--- src/rtl/rv_controller.sv ---
// flintRV main decoder: major opcode to registered control bundle.
// Bundle is {aluOp, exec_a, exec_b, mem_w, reg_w, mem2reg, bra, jmp}.
module rv_controller (
    input  logic       clk,
    input  logic       rst_n,
    input  logic [6:0] opcode,
    output logic [3:0] aluOp,
    output logic       exec_a,
    output logic       exec_b,
    output logic       mem_w,
    output logic       reg_w,
    output logic       mem2reg,
    output logic       bra,
    output logic       jmp
);

    localparam logic [6:0] OP_R       = 7'b0110011;
    localparam logic [6:0] OP_I_ARITH = 7'b0010011;
    localparam logic [6:0] OP_I_LOAD  = 7'b0000011;
    localparam logic [6:0] OP_I_JALR  = 7'b1100111;
    localparam logic [6:0] OP_S       = 7'b0100011;
    localparam logic [6:0] OP_B       = 7'b1100011;
    localparam logic [6:0] OP_LUI     = 7'b0110111;
    localparam logic [6:0] OP_AUIPC   = 7'b0010111;
    localparam logic [6:0] OP_JAL     = 7'b1101111;

    logic [12:0] w_dec;
    logic [12:0] r_bundle;

    // SYSTEM, FENCE and every unknown code fall through to a NOP bundle
    always_comb begin
        w_dec = '0;
        unique case (1'b1)
            (opcode == OP_R):       w_dec = 13'b0001_0_0_0_1_0_0_0;
            (opcode == OP_I_ARITH): w_dec = 13'b0010_0_1_0_1_0_0_0;
            (opcode == OP_I_LOAD):  w_dec = 13'b0000_0_1_0_1_1_0_0;
            (opcode == OP_I_JALR):  w_dec = 13'b0000_0_1_0_1_0_0_1;
            (opcode == OP_S):       w_dec = 13'b0000_0_1_1_0_0_0_0;
            (opcode == OP_B):       w_dec = 13'b0011_0_0_0_0_0_1_0;
            (opcode == OP_LUI):     w_dec = 13'b0100_0_1_0_1_0_0_0;
            (opcode == OP_AUIPC):   w_dec = 13'b0000_1_1_0_1_0_0_0;
            (opcode == OP_JAL):     w_dec = 13'b0000_1_1_0_1_0_0_1;
            default:                w_dec = '0;
        endcase
    end

    always_ff @(posedge clk or negedge rst_n) begin
        if (!rst_n) begin
            r_bundle <= '0;
        end else begin
            r_bundle <= w_dec;
        end
    end

    assign {aluOp, exec_a, exec_b, mem_w, reg_w, mem2reg, bra, jmp} = r_bundle;

endmodule

--- config.mk ---
export PLATFORM = sky130hd
export DESIGN_NAME = rv_controller
export DESIGN_NICKNAME = d
export VERILOG_FILES = /design/src/rtl/rv_controller.sv
export SDC_FILE = /design/constraint.sdc
export NUM_CORES = 1
export LEC_CHECK = 0
export ABC_AREA = 1
export CAP_MARGIN = 40
export CORE_AREA = 2 2 39 41
export DETAILED_ROUTE_END_ITERATION = 12
export DIE_AREA = 0 0 41 43
export PLACE_DENSITY = 0.66
export SLEW_MARGIN = 15
export SYNTH_ARGS = -nofsm -noshare
export SYNTH_HDL_FRONTEND = slang
export SYNTH_SLANG_ARGS = --single-unit
--- constraint.sdc ---
create_clock -name clk -period 0.8 [get_ports clk]
set_clock_uncertainty 0.05 [all_clocks]
set_input_delay 0.08 -clock clk [delete_from_list [all_inputs] [get_ports clk]]
set_output_delay 0.08 -clock clk [all_outputs]
set_load 0.1 [all_outputs]
---- Word-level counts from Yosys, hierarchy flattened ----
Index checks and enable logic that the tools add are counted.
operators by class
  equality and inequality tests ........... 9
  add/subtract/negate cells ............... 0
  mux-type cells .......................... 1
  div/mod/pow operators ................... 0
  bitwise operators ....................... 0
  reduce and logical (&&, ||, !) cells .... 0
  magnitude comparators ................... 0
  $mul .................................... 0
  shifts and indexed selects .............. 0
operators by type and width
  cell                                                              number
  10-bit one-hot mux with 9 select lines                            1
  7-bit by 6-bit == test with 1-bit output (second input constant)  3
  7-bit == test (second input constant)                             3
  7-bit by 5-bit == test with 1-bit output (second input constant)  2
  7-bit by 2-bit == test with 1-bit output (second input constant)  1
storage, ports and cells
  memory bits (writable) .................. 0
  memories ................................ 0
  bits in latches ......................... 0
  bits in read-only memories .............. 0
  register bits ........................... 10

---- Logic depth before layout (Yosys ltp) ----
  word-level depth ........................ 2
  depth in mapped cells ................... 7

---- Worst setup path after synthesis ----
OpenSTA, ideal clock, no wires.
  path type ............................... reg2out
  start ................................... register r_bundle[7]
  end ..................................... output aluOp[0]
  buffers on the path ..................... 0
  data required time ...................... 670 ps
  cell stages (with the launch flop) ...... 1
  path slack .............................. -213 ps
  arrival time ............................ 883 ps
  cells stage by stage .................... dfrtp_1
RTL lines
  item                      line  source
  start: declaration        28    logic [12:0] r_bundle;
  start signal: assignment  51    r_bundle <= w_dec;
  end: declaration          7     output logic [3:0] aluOp,
No word-level cell between the ends.

---- Worst setup path in the final report ----
  start ................................... register r_bundle[8]
  end ..................................... output aluOp[1]
No word-level cell between the ends.

==> results.md <==
- Crit path kind: reg -> out
- Crit Path Max Fanout: 1
- Worst EP arrival: 0.83 ns
- H-tree levels: 1
- Failing checks: hold timing, setup timing
- Drt pass-1 iters: 4
- P&R area growth vs syn: 81.09%
- Hold crit path type: in -> reg
- Antenna Cells: 0
- Slowest-stage cell, CP: dfrtp_2
- Post-Syn Instances: 51
- Largest net degree at the start of global routing: 11
- Largest regs: r_bundle (10)
- Drt drc: 0
- Final period util: 120.4%
- Clock transition at path regs: about 0.05 ns
- Initial Utilization: a little under a third
- Max-cap violation count: 0
- Final net count: 84
- Sink Count: 10
- Status: finished with violations
- Antenna violations before repair: 0
- Layout cell share with drive strength beyond 1: between 50% and 60%
- Syn Nets: 60
- Mapped Avg Cell Area: 8.562 µm²
- Synthesized cell area: 436.7 µm²
- Vias per std cell: 4.483
- Synth cell types: 14
- Sequential area share after synthesis: 57.31%
- Startpoint Class: flip-flop
- IO Count: 20
- Hold slack final: -0.01780 ns
- Largest register FFs: 10
- Port Buf Inserts: 18
- Chip Width: 41 µm
- Crit path buf inv count: 1
- CTS Buf Count: 3
- Fmax: 1038 MHz
- Clock buffer depth: 2
- Ys Warns: 0
- Total Routing Usage GR: approximately 12%
- CTS root buf: clkbuf_4
- Crit path largest cell delay: 0.41 ns
- First-pass GRT wire length: 1.414 mm
- Slew Limit Fails: 0
- Via count: 399
- Wire per inst: around 8.6 µm
- CP Cell Sequence: buf_12
- Synth Register Bits: 10
- Crit path required time: ~0.67 ns
- Most flop-heavy register: r_bundle
- Final setup vio count: 10
- Routed WL: 765 µm
- Period minus WS final: 0.9633 ns
- Crit path capture type: primary output
- TritonCTS clock tree: built
- Leakage power total: 0.3712 nW
- HPWL after DPL: 631.4 µm
- Top Family by Delay on Critical Path: flip-flops
- Post-route setup TNS: -1.599 ns
- Routability congestion estimate: 0.8009
- DR iter-0 viols: 7
- Detail Route Antenna Nets: 0
- RSZ-0062 raised after global routing: yes
- Die area: around 0.0018 mm²
- Vias in the first global route: approximately 360
- Core outline area: about 0.0014 mm²
- Worst setup margin: -0.1633 ns
- Hold buffers post-CTS: 0
- VDD IR-drop max: around 0.73 mV
- Power Dens Cells: 1319 mW/mm²
- Endpoints failing hold: 1
- # fillers: 123
- Postcts setup bufs: 0
- Cell Rows: 14
- Die height: 43 µm
- Grt ovf: 0
- Commonest non-fill, non-tap cells in the layout: buf_12, dfrtp_2, nand2_1
- Final Util: 57.14%
## what timing repair did
item | CTS | global route
gates resized for setup | 12 | 10
endpoints found under the hold margin | 0 | 1
endpoints found under the setup margin | 20 | 16
pin swaps | 3 | 3
## through the flow
step                      hold WS [ns]  worst slack [ns]  instance area (µm²)  power (mW)  std cells
final                         -0.01780           -0.1633                790.8       1.043         89
after global routing         -0.006728           -0.1884                790.8       1.102         89
after CTS                      0.06771           -0.1725                783.3       1.046         89
after detailed placement        0.3322           -0.4598                757.0      0.7355         86
after global placement          0.3308           -0.4445                757.0      0.7335         86
after floorplan                -0.2656           0.02435                449.2      0.6377         51
## cells by family after synthesis
logic type      count (synthesis)  synth area share, %
simple gates                   31                32.67
other cells                     1               0.8588
compound gates                  2                2.292
flops                          10                57.31
buf+inv                         7                6.877
## worst paths after layout
| kind | slack, ns | endpoint | cells past startpoint | startpoint |
|---|---|---|---|---|
| min in group asynchronous | 0.06 | r_bundle[5] | 2 | rst_n |
| max in group asynchronous | 0.49 | r_bundle[4] | 2 | rst_n |
| max | -0.16 | aluOp[1] | 1 | r_bundle[8] |
| min | -0.02 | r_bundle[2] | 2 | opcode[4] |
## area by class of cell
| class | instances | area (µm²) | share of cell area, % |
|---|---|---|---|
| sequential | 10 | 262.8 | 33.23 |
| clock buffer | 3 | 22.52 | 2.848 |
| tap | 16 | 20.02 | 2.532 |
| timing repair buffer | 20 | 281.5 | 35.60 |
| multi-input combinational | 34 | 181.4 | 22.94 |
| inverter | 6 | 22.52 | 2.848 |
## cell usage after synthesis, drive strengths merged
cell type  number  area (µm²)
a21oi           2       10.01
and3            1       7.510
buf             1       7.510
conb            1       3.750
dfrtp          10       250.2
inv             6       22.52
nand2          13       53.80
nand3           3       15.01
nor2           12       50.05
nor3            1       10.01
nor4            1       6.260
## power by group
part | switching [mW] | internal (mW) | total [mW]
registers | 0.00532 | 0.514 | 0.519
logic | 0.138 | 0.0698 | 0.207
clock network | 0.144 | 0.172 | 0.316
total | 0.287 | 0.756 | 1.04
## layer usage
layer  vias up  share of wire (%)  track usage, %
li1        202                  -               -
met1       175                 40           14.72
met2        19                 51           16.88
met3         3                5.5           3.141
met4         0                2.7           12.00
met5         -                  0               0
Note: power is estimated with default switching activity, not from simulation.
